## src/rtl/dcache_line_adaptor.sv

```systemverilog
// ============================================================================
// Module      : dcache_line_adaptor
// Description : Converts one 256-bit dcache line transaction into a BEATS x
//               BEAT_W burst and reassembles read bursts into a full line.
//               Optional perf counters: define DCACHE_ADAPTOR_PERF_EN.
// Revision    : 1.0 - initial release
// ============================================================================
`default_nettype none

module dcache_line_adaptor #(
  parameter int BEAT_W = 64,
  parameter int BEATS  = 4
) (
  input  logic                      clk,
  input  logic                      rst,
  input  logic [31:0]               line_address,
  input  logic                      line_read,
  input  logic                      line_write,
  input  logic [BEAT_W*BEATS-1:0]   line_wdata,
  output logic [BEAT_W*BEATS-1:0]   line_rdata,
  output logic                      line_resp,
  output logic [31:0]               burst_address,
  output logic                      burst_read,
  output logic                      burst_write,
  output logic [BEAT_W-1:0]         burst_wdata,
  input  logic [BEAT_W-1:0]         burst_rdata,
  input  logic                      burst_resp
`ifdef DCACHE_ADAPTOR_PERF_EN
  ,
  output logic [31:0]               perf_rd_lines,
  output logic [31:0]               perf_wr_lines
`endif
);

  localparam int                 c_LINE_W    = BEAT_W * BEATS;
  localparam int                 c_CNT_W     = (BEATS > 1) ? $clog2(BEATS) : 1;
  localparam logic [c_CNT_W-1:0] c_LAST      = c_CNT_W'(BEATS - 1);
  localparam logic [31:0]        c_ADDR_MASK = 32'hFFFF_FFE0;

  typedef enum logic [1:0] {
    S_IDLE = 2'd0,
    S_RD   = 2'd1,
    S_WR   = 2'd2,
    S_DONE = 2'd3
  } state_t;

  state_t               r_state;
  state_t               w_state_next;
  logic [c_CNT_W-1:0]   r_cnt;
  logic [31:0]          r_addr;
  logic [c_LINE_W-1:0]  r_wdata;
  logic [c_LINE_W-1:0]  r_rbuf;
  logic [c_LINE_W-1:0]  r_line;
  logic [c_LINE_W-1:0]  w_rbuf_next;
  logic                 w_accept;
  logic                 w_beat;
  logic                 w_last;

  always_ff @(posedge clk or negedge rst) begin
    if (!rst) begin
      r_state <= S_IDLE;
    end else begin
      r_state <= w_state_next;
    end
  end

  always_comb begin
    w_state_next = r_state;
    w_accept     = 1'b0;
    w_beat       = 1'b0;
    w_last       = 1'b0;
    burst_read   = 1'b0;
    burst_write  = 1'b0;
    line_resp    = 1'b0;
    case (r_state)
      S_IDLE: begin
        // Write takes priority when both requests are raised together.
        w_accept = line_read | line_write;
        if (line_write) begin
          w_state_next = S_WR;
        end else if (line_read) begin
          w_state_next = S_RD;
        end
      end
      S_RD: begin
        burst_read = 1'b1;
        w_beat     = burst_resp;
        w_last     = burst_resp && (r_cnt == c_LAST);
        if (w_last) begin
          w_state_next = S_DONE;
        end
      end
      S_WR: begin
        burst_write = 1'b1;
        w_beat      = burst_resp;
        w_last      = burst_resp && (r_cnt == c_LAST);
        if (w_last) begin
          w_state_next = S_DONE;
        end
      end
      S_DONE: begin
        line_resp    = 1'b1;
        w_state_next = S_IDLE;
      end
      default: begin
        w_state_next = S_IDLE;
      end
    endcase
  end

  always_comb begin
    w_rbuf_next = r_rbuf;
    w_rbuf_next[r_cnt*BEAT_W +: BEAT_W] = burst_rdata;
  end

  // Reads assemble in a shadow buffer so line_rdata only moves on completion.
  always_ff @(posedge clk or negedge rst) begin
    if (!rst) begin
      r_cnt   <= '0;
      r_addr  <= '0;
      r_wdata <= '0;
      r_rbuf  <= '0;
      r_line  <= '0;
    end else begin
      if (w_accept) begin
        r_addr  <= line_address & c_ADDR_MASK;
        r_wdata <= line_wdata;
        r_cnt   <= '0;
      end
      if (w_beat) begin
        r_cnt <= w_last ? '0 : r_cnt + c_CNT_W'(1);
        if (r_state == S_RD) begin
          r_rbuf <= w_rbuf_next;
          if (w_last) begin
            r_line <= w_rbuf_next;
          end
        end
      end
    end
  end

  assign line_rdata    = r_line;
  assign burst_address = r_addr;
  assign burst_wdata   = r_wdata[r_cnt*BEAT_W +: BEAT_W];

`ifdef DCACHE_ADAPTOR_PERF_EN
  logic        r_is_wr;
  logic [31:0] r_perf_rd;
  logic [31:0] r_perf_wr;

  always_ff @(posedge clk or negedge rst) begin
    if (!rst) begin
      r_is_wr   <= 1'b0;
      r_perf_rd <= '0;
      r_perf_wr <= '0;
    end else begin
      if (w_accept) begin
        r_is_wr <= line_write;
      end
      if (r_state == S_DONE) begin
        if (r_is_wr) begin
          if (r_perf_wr != 32'hFFFF_FFFF) begin
            r_perf_wr <= r_perf_wr + 32'd1;
          end
        end else if (r_perf_rd != 32'hFFFF_FFFF) begin
          r_perf_rd <= r_perf_rd + 32'd1;
        end
      end
    end
  end

  assign perf_rd_lines = r_perf_rd;
  assign perf_wr_lines = r_perf_wr;
`endif

endmodule

`default_nettype wire

```

## config.mk

```make
export PLATFORM = sky130hd
export DESIGN_NAME = dcache_line_adaptor
export DESIGN_NICKNAME = d
export VERILOG_FILES = /design/src/rtl/dcache_line_adaptor.sv
export SDC_FILE = /design/constraint.sdc
export NUM_CORES = 1
export LEC_CHECK = 0
export CAP_MARGIN = 30
export CORE_AREA = 2 2 280 282
export DETAILED_ROUTE_END_ITERATION = 7
export DIE_AREA = 0 0 282 284
export PLACE_DENSITY = 0.69
export SLEW_MARGIN = 20
export SYNTH_ARGS = -nofsm -noshare
export SYNTH_HDL_FRONTEND = slang
export SYNTH_SLANG_ARGS = --single-unit
export TNS_END_PERCENT = 1
```

## constraint.sdc

```tcl
create_clock -name clk -period 2.6 [get_ports clk]
set_clock_uncertainty 0.1 [all_clocks]
set_input_delay 0.52 -clock clk [delete_from_list [all_inputs] [get_ports clk]]
set_output_delay 0.52 -clock clk [all_outputs]
set_load 0.01 [all_outputs]
```

==> results.toml <==
[placement]
globalplace.congestion = 0.873
dpl_cell_area_sq_um = 38900
port_buffers = 701
dp_hpwl_um = 69000

[sta]
slew_headroom_pct = 62.1
final.setup.tns_ps = -8380
setup_violations = 64
finalCritPeriodShare_pct = 108
hold_violations = 0
worst_pin_slew_ps = 568
fmax_mhz = 356
setup_slack_ps = -205
fin_crit_ps = 2810
drv_slew = 0
fin_hold_ws_ps = 290
rsz0062_at_grt = "yes"

[worst_setup_path]
start_kind = "register"
r2r_start = "r_cnt[0]"
arrival_ps = 2190
max_stage_delay_ps = 570
cp_slowest_cell = "mux4_2"
cp.buffers_inverters = 3
path_max_fanout = 8
path_delay_family = "multiplexers"
crit_chain = "buf_12, buf_16, mux4_2, buf_6"
end_kind = "output port"
startpoint = "r_cnt[0]"
cp.required_ps = 1980
path_class = "reg2out"

[layout]
final_cell_area_sq_um = 41700
area_delta_synth_final_pct = 36.9
final_core_util_pct = 54.2
drive_gt1_share_pct = 21.3
nNetsFinal = 3419

[drt]
drc = 0
vias_per_cell = 5.55
drt_iter0_markers = 1816
wl_per_cell_um = 24.2
finalWirelength_um = 101000
antenna_left = 0
vias = 23100
first_pass_iters = 5

[outcome]
violations = "negative setup slack"
status = "finished, violations left"

[logic_synthesis]
synth_edf_count = 0
synth_top_area_share_pct = 60.4
synth_cells = 2418
yosysWarnings = 0
ys_seq_elements = 735
syn_area_sq_um = 30500
synthFlopType = "dfrtp_1"
avgSynthCellArea_sq_um = 12.6
async_reset_ff_share_pct = 100
synthTopCellsByArea = "dfrtp_1 (60%), mux2_2 (10%), a22o_1 (5.5%)"
synth_most_common_cell = "dfrtp_1"
yosys.cell_types.count = 32
synth_seq_area_share_pct = 60.4
synth_top_cell_by_area = "dfrtp_1"
synth.top_cells.by_count = "dfrtp_1 (735), nor2_1 (322), mux2_2 (283)"

[hold_path]
hp-class = "in2async"

[power]
combPwrFrac_pct = 38.1
irDropWorstVdd_v = 0.000807
intPower_uw = 32700
p_sw_uw = 15800
power.density_nw_per_um2 = 1160
power.leakage_uw = 0.0186
seq_power_share_pct = 38.4
p_clk_share_pct = 23.6
switching_share_pct = 32.5
power_uw = 48500

[cts]
clkSinkCount = 735
cts_made_buffers = 79
clk_pin_slew_ps = 60
clk_latency_ps = 630
ctsLongestPathBuffers = 3
htree_levels = 3
cts-root-buf = "clkbuf_16"
cts_tree = "done"

[floorplanning]
fp-row-count = 102
die_w_um = 282
start_util_pct = 39.6
ios = 712
die_y_um = 284
dieArea_sq_um = 80100
core-area_sq_um = 77000

[global_route]
grt_max_degree = 105
grt_usage_pct = 25.0
gr-usage-met3_pct = 7.68
antenna_found_initial = 17
grt_util_met2_pct = 41.7
overflow = 0
grt_pass1_vias = 24400
grt_pass1_wl_um = 152000
globalRouteMet1Util_pct = 30.2
top_usage_layer = "met2"

[run]
cap_violations = 0
sequential cells by signal (all words and copies together), names as in the netlist:
signal         cells
line_rdata       256
r_wdata          256
r_rbuf           192
burst_address     27
r_cnt              2
r_state            2
worst paths after layout:
kind / endpoint / slack [ps] / cells past startpoint
max: burst_wdata[14] / -210 / 4
min: line_rdata[24] / 290 / 2
max reg2reg: r_rbuf[16] / 130 / 7
min reg2reg: line_rdata[215] / 370 / 2
max in group asynchronous: burst_address[28] / 1170 / 3
min in group clk: line_rdata[215] / 370 / 2
routing by layer:
| metal | wire length (um) | part of all wire, % |
|---|---|---|
| met2 | 49700 | 49 |
| met4 | 3370 | 3.3 |
| met5 | 27 | 0.027 |
| met3 | 9780 | 9.7 |
| met1 | 38000 | 38 |
timing repair:
item,in CTS,in global routing
hold buffers,1,0
endpoints found under the setup margin,129,108
cloned,2,1
resized for setup,244,43
setup buffers,7,4
pin swaps,0,0
endpoints found under the hold margin,24,0
through the flow:
stage | instances | setup slack (ps)
after global routing | 4159 | -257
after CTS | 4146 | -326
final | 4159 | -205
after floorplan | 2422 | 120
after detailed placement | 3998 | -98.5
after global placement | 3998 | -34.6
power groups by stage:
stage / Combinational (uW) / Sequential [uW] / Clock, uW
3_5_place_dp: 18500 / 18700 / 0
6_report: 18500 / 18600 / 11400
2_1_floorplan: 9140 / 18400 / 0
3_3_place_gp: 18100 / 18400 / 0
5_1_grt: 19700 / 19100 / 12100
4_1_cts: 18400 / 18500 / 11700
cell usage in the layout, fill, tap and decap left out, types with 2 or more instances in the layout:
cell	synthesis	routed
dfrtp_1	735	733
clkdlybuf4s50_1	0	634
nor2_1	322	321
mux2_2	283	283
a22o_1	192	192
nand2_1	131	131
nand3_1	132	129
a221oi_1	128	128
a21oi_1	127	127
clkbuf_16	0	82
mux4_2	64	64
buf_12	0	50
buf_4	13	47
buf_6	12	39
buf_2	163	25
clkbuf_8	0	19
clkbuf_1	70	14
diode_2	0	10
ha_1	10	10
clkinv_2	0	10
dlygate4sd2_1	0	10
conb_1	1	5
inv_2	4	4
bufinv_16	0	4
buf_8	0	4
inv_1	3	3
nand3_4	0	3
mux2i_1	3	3
clkinvlp_4	0	3
clkbuf_2	0	3
and4_4	0	2
and3_4	0	2
o21ai_0	2	2
inv_16	0	2
inv_8	0	2
clkinv_8	0	2
dfrtp_4	0	2
worst reg2reg max path, stage by stage, from the launching register on:
cell and delay [ps]:
dfrtp_4 510, buf_4 210, inv_2 60, ha_1 400, and4bb_4 370, and3_4 330
buf_12 240, a22o_1 190
cell families (layout without fill, tap and decap cells):
family	Yosys count	count (layout)	share of synthesized area [%]
muxes	350	350	15.3
DFF	735	735	60.4
other	1	15	0.0123
buffers and inverters	274	961	4.50
AOI/OAI and AO/OA	453	453	11.4
adders and majority gates	10	10	0.411
and+or+nand+nor	595	595	8.02
layout make-up:
| cell class | count | area, sq um |
|---|---|---|
| multi-input combinational | 1413 | 10800 |
| clock buffer | 114 | 2340 |
| timing repair buffer | 816 | 8500 |
| tap | 1040 | 1300 |
| sequential | 735 | 18400 |
| antenna | 10 | 25.0 |
| inverter | 7 | 26.3 |
| fill | 6351 | 35200 |
| clock inverter | 24 | 297 |
No activity file was read; power rests on OpenSTA's default activity.
==> variant: new RTL, config.mk and constraints unchanged <==
Put one more register stage on the output `line_rdata`. The value now appears one clock later. The other outputs are not delayed to match.
--- a/src/rtl/dcache_line_adaptor.sv
+++ b/src/rtl/dcache_line_adaptor.sv
@@ -139,7 +139,9 @@
     end
   end
 
-  assign line_rdata    = r_line;
+  always_ff @(posedge clk) begin
+    line_rdata <= r_line;
+  end
   assign burst_address = r_addr;
   assign burst_wdata   = r_wdata[r_cnt*BEAT_W +: BEAT_W];
 
Behaviour: no difference found for any inputs over 4 cycles, from zero or initial values and one cycle with rst low; that may be too few to reach the edited logic, so the function may still have changed.
==> variant against the original RTL <==
- the run still ends with setup timing left
- total power increased by 18%
- sequential power increased by 30%
- routed wire length increased by 7.9%
- cell area increased by 15%
- sequential cell count increased by 256
- highest routed layer unchanged
- setup slack got worse by 27 ps
- area after synthesis increased by 17%
- count of clock-buffer cells in the layout increased by 38
==> variant: results (changes against the original RTL) <==
| Group | Metric | Reported | Change |
|---|---|---|---|
| power | Fraction of power consumed by the clock network | 26.2% | +2.6 points |
| detailed routing | WL final | 109 mm | +7.9% |
| worst setup path | Capture instance of the worst register-to-register path | r_rbuf[75]$_DFFE_PN0P_ |  |
| logic synthesis | Post-synthesis mux area share | 13.1% | -2.2 points |
| sta | Final worst hold slack | 239 ps | -51.0 ps |
| layout | Multi-input combinational cell area | 10,800 sq um | -0.12% |
| power | Sequential share of power | 42.0% | +3.6 points |
| power | Sequential-cell power consumption | 24,100 uW | +30% |
| layout | Number of non-clock buffers | 836 | +2.5% |
| status | Outcome | finished with violations |  |
| detailed routing | Wl on met1 | 42.0 mm | +11% |
| sta | Worst Setup Slack, final | -232 ps | -26.5 ps |
| clock network | Num CTS Buffers | 100 | +27% |
| placement | RePlAce Congestion | 0.861 | -1.4% |
| sta | Aggregate negative setup slack | -9060 ps | -674 ps |
| clock network | Total clock sinks | 991 | +35% |
| status | Violated checks | setup timing |  |
| layout | Fraction of area in clock buffers and inverters | 7.28% | +0.95 points |
| global routing | Largest net degree at the start of global routing | 71 | -32% |
| logic synthesis | Post-Synthesis Mean Instance Area | 13.3 sq um | +5.7% |
| placement | Dpl hpwl | 73.1 mm | +6.0% |
| layout | Antenna diode count | 16 | +6 |
| sta | Setup-violating endpoint count in the final report | 64 | unchanged |
| logic synthesis | Cell types with the largest area share after synthesis | sky130_fd_sc_hd__dfrtp_1 (52%), sky130_fd_sc_hd__dfxtp_1 (14%), sky130_fd_sc_hd__mux2_2 (9.0%) |  |
| power | Static Leakage | 0.0212 uW | +14% |
## variant: what timing repair did
action | in CTS | in global routing
resized for setup | 290 | 15
endpoints found under the hold margin | 35 | 0
setup buffers | 10 | 1
pin swaps | 0 | 0
hold buffers | 1 | 0
setup endpoints to repair | 66 | 64
gates cloned | 2 | 0
## variant: worst max-delay path by stage
stage / endpoint / cells past startpoint
after floorplan: r_rbuf[132]$_DFFE_PN0P_ / 9
after global placement: burst_wdata[30] / 3
after detailed placement: burst_wdata[30] / 3
after CTS: burst_wdata[7] / 5
after global routing: burst_wdata[14] / 5
final: burst_wdata[7] / 5
## variant: worst max-delay path: stages (launching register included)
cell                      delay, ps
sky130_fd_sc_hd__dfrtp_4        440
sky130_fd_sc_hd__buf_12         180
sky130_fd_sc_hd__buf_16         160
sky130_fd_sc_hd__buf_4          120
sky130_fd_sc_hd__mux4_2         500
sky130_fd_sc_hd__buf_6          150
